==> src/rtl/shift_register_bank.sv <==
// Bank of nrOfStages gated registers forming a bidirectional shift chain with
// optional parallel load and a saturating fill-level counter.
module shift_register_bank #(
  parameter int unsigned nrOfBits       = 8,
  parameter int unsigned nrOfStages     = 4,
  parameter int unsigned enableParallel = 1
) (
  input  logic                             s_clock,
  input  logic                             reset,
  input  logic                             clockEnable,
  input  logic                             tick,
  input  logic                             load,
  input  logic                             shift,
  input  logic                             dir,
  input  logic [nrOfBits-1:0]              shiftIn,
  input  logic [nrOfBits*nrOfStages-1:0]   parallelIn,
  output logic [nrOfBits-1:0]              shiftOut,
  output logic [nrOfBits*nrOfStages-1:0]   parallelOut,
  output logic [$clog2(nrOfStages+1)-1:0]  fillCount,
  output logic                             full
);

  localparam int unsigned CW      = $clog2(nrOfStages + 1);
  localparam bit          LOAD_EN = (enableParallel != 0);

  logic [nrOfBits-1:0] r_stage [nrOfStages];
  logic [CW-1:0]       r_fill;
  logic                r_full;
  logic                r_dir;

  logic                w_upd;
  logic                w_load;
  logic                w_shift;
  logic [nrOfBits-1:0] w_stage_nxt [nrOfStages];
  logic [CW-1:0]       w_fill_nxt;

  // Qualified update strobes; load wins over shift when parallel load exists.
  assign w_upd   = clockEnable & tick;
  assign w_load  = w_upd & load & LOAD_EN;
  assign w_shift = w_upd & shift & ~w_load;

  // Next-state for the data chain.
  always_comb begin
    for (int unsigned i = 0; i < nrOfStages; i++) begin
      w_stage_nxt[i] = r_stage[i];
    end
    if (w_load) begin
      for (int unsigned i = 0; i < nrOfStages; i++) begin
        w_stage_nxt[i] = parallelIn[i*nrOfBits +: nrOfBits];
      end
    end else if (w_shift) begin
      if (!dir) begin
        w_stage_nxt[0] = shiftIn;
        for (int unsigned i = 1; i < nrOfStages; i++) begin
          w_stage_nxt[i] = r_stage[i-1];
        end
      end else begin
        w_stage_nxt[nrOfStages-1] = shiftIn;
        for (int unsigned i = 0; i < nrOfStages - 1; i++) begin
          w_stage_nxt[i] = r_stage[i+1];
        end
      end
    end
  end

  // Fill level saturates at nrOfStages regardless of shift direction.
  always_comb begin
    w_fill_nxt = r_fill;
    if (w_load) begin
      w_fill_nxt = CW'(nrOfStages);
    end else if (w_shift && (r_fill != CW'(nrOfStages))) begin
      w_fill_nxt = r_fill + CW'(1);
    end
  end

  always_ff @(posedge s_clock) begin
    if (reset) begin
      for (int unsigned i = 0; i < nrOfStages; i++) begin
        r_stage[i] <= '0;
      end
      r_fill <= '0;
      r_full <= 1'b0;
      r_dir  <= 1'b0;
    end else begin
      for (int unsigned i = 0; i < nrOfStages; i++) begin
        r_stage[i] <= w_stage_nxt[i];
      end
      r_fill <= w_fill_nxt;
      r_full <= (w_fill_nxt == CW'(nrOfStages));
      if (w_upd) begin
        r_dir <= dir;
      end
    end
  end

  // Output end of the chain follows the direction latched on the last update,
  // so no input reaches an output without passing through a register.
  assign shiftOut  = r_dir ? r_stage[0] : r_stage[nrOfStages-1];
  assign fillCount = r_fill;
  assign full      = r_full;

  always_comb begin
    parallelOut = '0;
    for (int unsigned i = 0; i < nrOfStages; i++) begin
      parallelOut[i*nrOfBits +: nrOfBits] = r_stage[i];
    end
  end

endmodule

==> config.mk <==
export PLATFORM = sky130hd
export DESIGN_NAME = shift_register_bank
export DESIGN_NICKNAME = d
export VERILOG_FILES = /design/src/rtl/shift_register_bank.sv
export SDC_FILE = /design/constraint.sdc
export NUM_CORES = 1
export LEC_CHECK = 0
export ABC_AREA = 1
export CAP_MARGIN = 0
export CORE_MARGIN = 3
export CORE_UTILIZATION = 38
export DETAILED_ROUTE_END_ITERATION = 10
export PLACE_DENSITY = 0.75
export SYNTH_ARGS = -nofsm -noshare
export SYNTH_HDL_FRONTEND = slang
export SYNTH_SLANG_ARGS = --single-unit
export TNS_END_PERCENT = 10
==> constraint.sdc <==
create_clock -name s_clock -period 1.1 [get_ports s_clock]
set_input_delay 0.22 -clock s_clock [delete_from_list [all_inputs] [get_ports s_clock]]
set_output_delay 0.22 -clock s_clock [all_outputs]
set_load 0.02 [all_outputs]
==> results of run 1 <==
## area by class of cell
| type | instances | area (um^2) | share of cell area (%) |
|---|---|---|---|
| multi-input combinational | 228 | 1270 | 37.0 |
| sequential | 37 | 754 | 21.9 |
| timing repair buffer | 134 | 1200 | 35.0 |
| tap | 70 | 87.6 | 2.55 |
| inverter | 10 | 40.0 | 1.16 |
| clock buffer | 8 | 80.1 | 2.33 |
## power groups by stage
| stage | registers [W] | logic (W) | clock network, W |
|---|---|---|---|
| after floorplan | 0.00166 | 0.000482 | 0 |
| after global placement | 0.00152 | 0.00128 | 0 |
| after detailed placement | 0.00152 | 0.00130 | 0 |
| after CTS | 0.00149 | 0.00128 | 0.000945 |
| after global routing | 0.00151 | 0.00140 | 0.00100 |
| final | 0.00150 | 0.00129 | 0.000916 |
## placed cells by master, fill, tap and decap left out, drive strengths merged, types with 3 or more instances in the layout
cell type      instances
inv                   10
clkdlybuf4s50         43
buf                   87
dfxtp                 37
nand3                 36
clkbuf                 8
nor2                   4
o21ai                 68
dlygate4sd2            3
a21oi                 33
mux2                   8
nand2                 77
## critical path: cells and delay by family (launching register included)
family,cells,cell delay (ns)
DFF,1,0.35
muxes,1,0.32
buffers and inverters,2,0.27
## registers in the layout, indices dropped and copies added, names as in the netlist
register / cells
fillCount: 3
r_stage: 32
full: 1
r_dir: 1
## cell families after synthesis
| logic type | after synthesis |
|---|---|
| AO/OA/AOI/OAI | 101 |
| adder cells (fa/ha/maj) | 2 |
| buffers and inverters | 34 |
| flip-flops | 37 |
| multiplexers | 8 |
| AND/OR/NAND/NOR | 117 |
## how the worst max path moves through the flow
stage | start | to | slack [ns] | cells after the start
after global routing | r_dir | shiftOut[2] | -0.39 | 3
final | r_dir | shiftOut[2] | -0.34 | 3
after detailed placement | dir | r_stage[2][1] | -0.51 | 6
after CTS | r_dir | shiftOut[2] | -0.35 | 3
after global placement | r_dir | shiftOut[3] | -0.45 | 3
after floorplan | fillCount[1] | full | -0.07 | 9
## per-layer routing
layer / routed length [um] / GRT usage [%] / vias to the layer above / share of wire [%]
li1: - / - / 1247 / -
met1: 2930 / 26.3 / 1102 / 46
met2: 3030 / 34.6 / 68 / 47
met3: 432 / 5.54 / 2 / 6.7
met4: 15 / 3.89 / 0 / 0.23
met5: 0 / 0 / - / 0
## per-stage QoR
step | setup WS, ns | cell area, um^2 | utilization (%) | hold slack (ns)
6_report | -0.340 | 3440 | 65.2 | 0.509
5_1_grt | -0.389 | 3440 | 65.2 | 0.541
4_1_cts | -0.346 | 3410 | 64.7 | 0.505
3_5_place_dp | -0.508 | 3390 | 64.3 | 0.582
3_3_place_gp | -0.452 | 3390 | 64.3 | 0.569
2_1_floorplan | -0.0704 | 2150 | - | 0.283
## what timing repair did
action,4_1_cts,5_1_grt
hold endpoints to repair,0,0
gates resized for setup,227,14
pin swaps,2,0
setup buffers,0,0
endpoints found under the setup margin,80,61
==> summary.txt, run 1 <==
post-synth cell types - 19
first-pass detailed-route iteration total - 4
synth cell count leaders - nand2_1, o21ai_0, dfxtp_1, a21oi_1, o21ai_1
max_slew headroom - 79.4%
switching power - 0.00116 W
CTS tree - yes
ys async rst share - 0%
status - finished, violations left
Via density - 4.97
Die Y-Extent - 81.0 um
share of the synthesized area in the top cell type - 34.7%
vias in the first global route - 2378
Min-Delay Path Depth - 5
Post-Syn Area - 2140 um^2
Int Power - 0.00255 W
H-tree Lvls - 2
Crit Path Max Fanout - 4
critical path's most frequent cell - buf_6
Clock transition at path regs - 0.07 ns
Hold Crit Class - input pin to flop
Final Hold Fails - 0
leakage - 1.64 nW
clock latency on the worst-skew pair - 0.28 ns
worst reg2reg path depth - 9
post-route ant nets - 0
GRT Resource Usage Total - 20.5%
placed insts - 479
Syn Area/Cell - 7.15 um^2
Hold Startpoint - tick
Worst IR Drop VDD - 0.000638 V
Worst-Margin Slew - 0.309 ns
gpl congestion - 0.789
startpoint types - flop
Layout Cells excl Fill - 487
largest family of logic cells by synthesized area - simple AND/OR/NAND/NOR gates
Seq cells post-synth - 37
EDFF count, synth - 0
crit path cell chain - buf_6 > mux2_4 > buf_6
Placement Rows - 26
WP data required - 0.88 ns
Reg2Reg Capture Point - full
failing checks - setup timing
number of max-cap violations - 0
starting density of the core - 40.6%
Core Region - 5270 um^2
Inserted Clock Buffers - 5
CTS max path bufs - 2
fraction of layout instances using a drive strength above 1 - 33.3%
register area share after synthesis - 34.7%
DIE AREA - 6560 um^2
first-pass GRT wire length - 10700 um
min Tclk post-route - 1.44 ns
DRT Wirelength - 6410 um
Ys Warns - 0
Hold EP - r_dir
reg2reg start - fillCount[0]
post-route setup TNS - -4.30 ns
Crit Path Category - flop to output pin
via count - 2419
Nets - 465
slowest library cell on the worst path - dfxtp_2
Synth Area in Adders - 1.17%
clk root buf - clkbuf_8
Sw Share - 31.2%
largest net degree at the start of global routing - 39
initial antenna violation count - 0
fin. max-slew vios - 0
Final WS setup - -0.340 ns
power share of the clock group - 24.7%
area delta synth->final - 60.9%
mux share of post-synthesis cell area - 4.22%
syn_nets - 348
Synth area leaders - dfxtp_1, nand2_1, nand3_2
final setup vio count - 54
endpoint class of the critical path - output pin
DRC - 0
clock sinks - 37
initial DRC count - 87
combinational power share - 34.8%
RSZ-0062 raised after global routing - true
total global routing overflow - 0
total chip power - 0.00370 W
Arrival @ worst endpoint - 1.22 ns
PortBufs - 90
synthesized instance count - 299
dpl hpwl - 4470 um
Final Cycle Share - 131%
maximum clock frequency - 0.695 GHz
simple-gate portion of the synthesized area - 27.8%
# fillers - 499
Synth area leader - dfxtp_1
routed len/inst - 13.2 um
CTS Hold Bufs - 0
Final Skew - 0.00240 ns
Die W - 81.0 um
predominant post-synthesis flop cell - dfxtp_1
Worst R2R Setup Slack - -0.09 ns
Compound-Gate Fraction of Synth Area - 23.7%
Post-Synth XOR/XNOR Area - 0%
cell area power density - 1080 nW/um^2
sequential power share - 40.4%
antenna diode count - 0
crit-path max cell delay - 0.35 ns
count leader, synth - nand2_1
top-level port count - 91
(Power assumes the default switching activity.)
==> run 2: changes to the inputs <==
--- a/config.mk
+++ b/config.mk
@@ -9,6 +9,7 @@
 export CAP_MARGIN = 0
 export CORE_MARGIN = 3
 export CORE_UTILIZATION = 38
+export CTS_CLUSTER_DIAMETER = 50
 export DETAILED_ROUTE_END_ITERATION = 10
 export PLACE_DENSITY = 0.75
 export SYNTH_ARGS = -nofsm -noshare
==> results of run 2 <==
The final DEF is identical to that of run 1; final timing and power are the same.
==> run 3: changes to the inputs <==
==> constraint.sdc (replaced) <==
create_clock -name s_clock -period 1.1 [get_ports s_clock]
set_input_delay 0.165 -clock s_clock [delete_from_list [all_inputs] [get_ports s_clock]]
set_output_delay 0.165 -clock s_clock [all_outputs]
set_load 0.02 [all_outputs]
==> summary.txt, run 3 (synthesis gave the netlist of run 1 again) <==
status - finished, violations left
failing checks - setup timing
fin. max-slew vios - 0 (unchanged)
# fillers - 496 (-0.60%)
top-level port count - 91 (unchanged)
Worst IR Drop VDD - 0.000568 V (-11%)
routed len/inst - 13.2 um (+0.12%)
reg2reg start - fillCount[0]
Final Hold Fails - 0 (unchanged)
switching power - 0.00115 W (-0.44%)
Inserted Clock Buffers - 5 (unchanged)
Worst-Margin Slew - 0.313 ns (+0.00311 ns)
Arrival @ worst endpoint - 1.20 ns (-0.02 ns)
gpl congestion - 0.792 (+0.47%)
first-pass GRT wire length - 10500 um (-1.1%)
Int Power - 0.00253 W (-0.56%)
Reg2Reg Capture Point - full
largest net degree at the start of global routing - 36 (-7.7%)
sequential power share - 40.6% (+0.2 points)
initial antenna violation count - 0 (unchanged)
maximum clock frequency - 0.731 GHz (+5.2%)
clk root buf - clkbuf_8
dpl hpwl - 4560 um (+2.0%)
CTS tree - yes
via count - 2432 (+0.54%)
GRT Resource Usage Total - 20.2% (-0.25 points)
Core Util, Final - 65.3% (+0.071 points)
Hold Crit Class - input pin to flop
Layout Cells excl Fill - 487 (unchanged)
max_slew headroom - 79.2% (-0.21 points)
WP data required - 0.94 ns (+0.06 ns)
Setup crit start - r_dir
antenna diode count - 0 (unchanged)
DRC - 0 (unchanged)
power share of the clock group - 24.7% (about the same)
post-route ant nets - 0 (unchanged)
Multi-input gate area - 1280 um^2 (+0.69%)
Die Y-Extent - 81.0 um (unchanged)
worst reg2reg path depth - 8 (-1)
Via density - 4.99 (+0.54%)
starting density of the core - 40.6% (unchanged)
Die W - 81.0 um (unchanged)
fraction of layout instances using a drive strength above 1 - 33.3% (unchanged)
Sw Share - 31.2% (about the same)
RSZ-0062 raised after global routing - true
cell area power density - 1070 nW/um^2 (-0.63%)
post-route setup TNS - -2.35 ns (+1.94 ns)
most frequent cells in the layout - nand2_1, clkdlybuf4s50_1, buf_4
clock latency on the worst-skew pair - 0.28 ns (about the same)
total global routing overflow - 0 (unchanged)
CTS max path bufs - 2 (unchanged)
vias in the first global route - 2311 (-2.8%)
total chip power - 0.00369 W (-0.52%)
first-pass detailed-route iteration total - 4 (unchanged)
Nets - 465 (unchanged)
Crit Path Max Fanout - 5 (+1)
area delta synth->final - 61.1%
Placement Rows - 26 (unchanged)
Core Region - 5270 um^2 (unchanged)
PortBufs - 90 (unchanged)
Crit Path Category - flop to output pin
number of flip-flops under the largest register name - 32 (unchanged)
combinational power share - 34.6% (-0.2 points)
most common cell after layout, fill and taps aside - nand2_1
startpoint types - flop
number of max-cap violations - 0 (unchanged)
Clock transition at path regs - 0.07 ns (about the same)
placed insts - 479 (unchanged)
initial DRC count - 108 (+24%)
min Tclk post-route - 1.37 ns (-0.0710 ns)
final setup vio count - 17 (-69%)
crit path capture - shiftOut[5]
Worst R2R Setup Slack - -0.08 ns (about the same)
H-tree Lvls - 2 (unchanged)
Biggest register - r_stage
Final Skew - 0.00358 ns (+0.00118 ns)
DRT Wirelength - 6420 um (+0.12%)
Final WS setup - -0.269 ns (+0.0710 ns)
setup bufs post-CTS - 0 (unchanged)
Sequential cell area - 753 um^2 (-0.17%)
DIE AREA - 6560 um^2 (unchanged)
leakage - 1.62 nW (-1.3%)
Final Cycle Share - 124% (-6.5 points)
endpoint class of the critical path - output pin
clock sinks - 37 (unchanged)
run 3: changes by cell type in the layout (fill, tap and decap cells not counted), sizes merged:
| cell | previous run | this run |
|---|---|---|
| buf | 87 | 74 |
| clkdlybuf4s15 | 1 | 10 |
| clkbuf | 8 | 12 |
| clkdlybuf4s50 | 43 | 44 |
| dlygate4sd2 | 3 | 2 |
run 3: critical path, stage by stage (launching register included):
cell	delay (ns)
dfxtp_2	0.34
buf_6	0.14
mux2_4	0.31
buf_6	0.13
run 3: what timing repair did:
| action | CTS | global route |
|---|---|---|
| hold buffers | 0 | 0 |
| resized for setup | 193 | 21 |
| endpoints found under the setup margin | 80 | 62 |
| pin swaps | 4 | 0 |
run 3: layout make-up:
cell class | count | area share [%]
Sequential cell | 37 | 21.9
Inverter | 10 | 1.16
Multi-Input combinational cell | 228 | 37.2
Tap cell | 70 | 2.54
Clock buffer | 8 | 2.33
Timing Repair Buffer | 134 | 34.9
run 3: worst min path at each step:
stage	startpoint	end	slack, ns	depth (start not counted)
after CTS	tick	r_dir	0.46	5
after global routing	parallelIn[2]	r_stage[0][2]	0.50	3
after global placement	fillCount[0]	fillCount[0]	0.57	3
after detailed placement	fillCount[0]	fillCount[0]	0.59	3
final	tick	r_dir	0.46	5
after floorplan	reset	fillCount[0]	0.23	1
run 3: stage by stage:
| stage | setup slack, ns | area [um^2] | hold WS, ns |
|---|---|---|---|
| 4_1_cts | -0.276 | 3480 | 0.460 |
| 3_3_place_gp | -0.402 | 3390 | 0.567 |
| 6_report | -0.269 | 3440 | 0.457 |
| 3_5_place_dp | -0.458 | 3390 | 0.591 |
| 2_1_floorplan | -0.0704 | 2150 | 0.228 |
| 5_1_grt | -0.308 | 3440 | 0.499 |
run 3: power by group through the flow:
stage          Sequential (W)  Clock, W  Combinational, W
6_report              0.00150  0.000912           0.00128
5_1_grt               0.00151   0.00100           0.00139
4_1_cts               0.00149  0.000932           0.00129
3_5_place_dp          0.00152         0           0.00130
3_3_place_gp          0.00152         0           0.00128
2_1_floorplan         0.00166         0          0.000482
run 3: per-layer routing:
| layer | wire [um] | up-vias | part of all wire, % | global-route usage [%] |
|---|---|---|---|---|
| li1 | - | 1255 | - | - |
| met1 | 2750 | 1090 | 43 | 26.2 |
| met2 | 3080 | 78 | 48 | 33.3 |
| met3 | 492 | 9 | 7.7 | 5.32 |
| met4 | 87 | 0 | 1.4 | 5.41 |
| met5 | 0 | - | 0 | 0 |
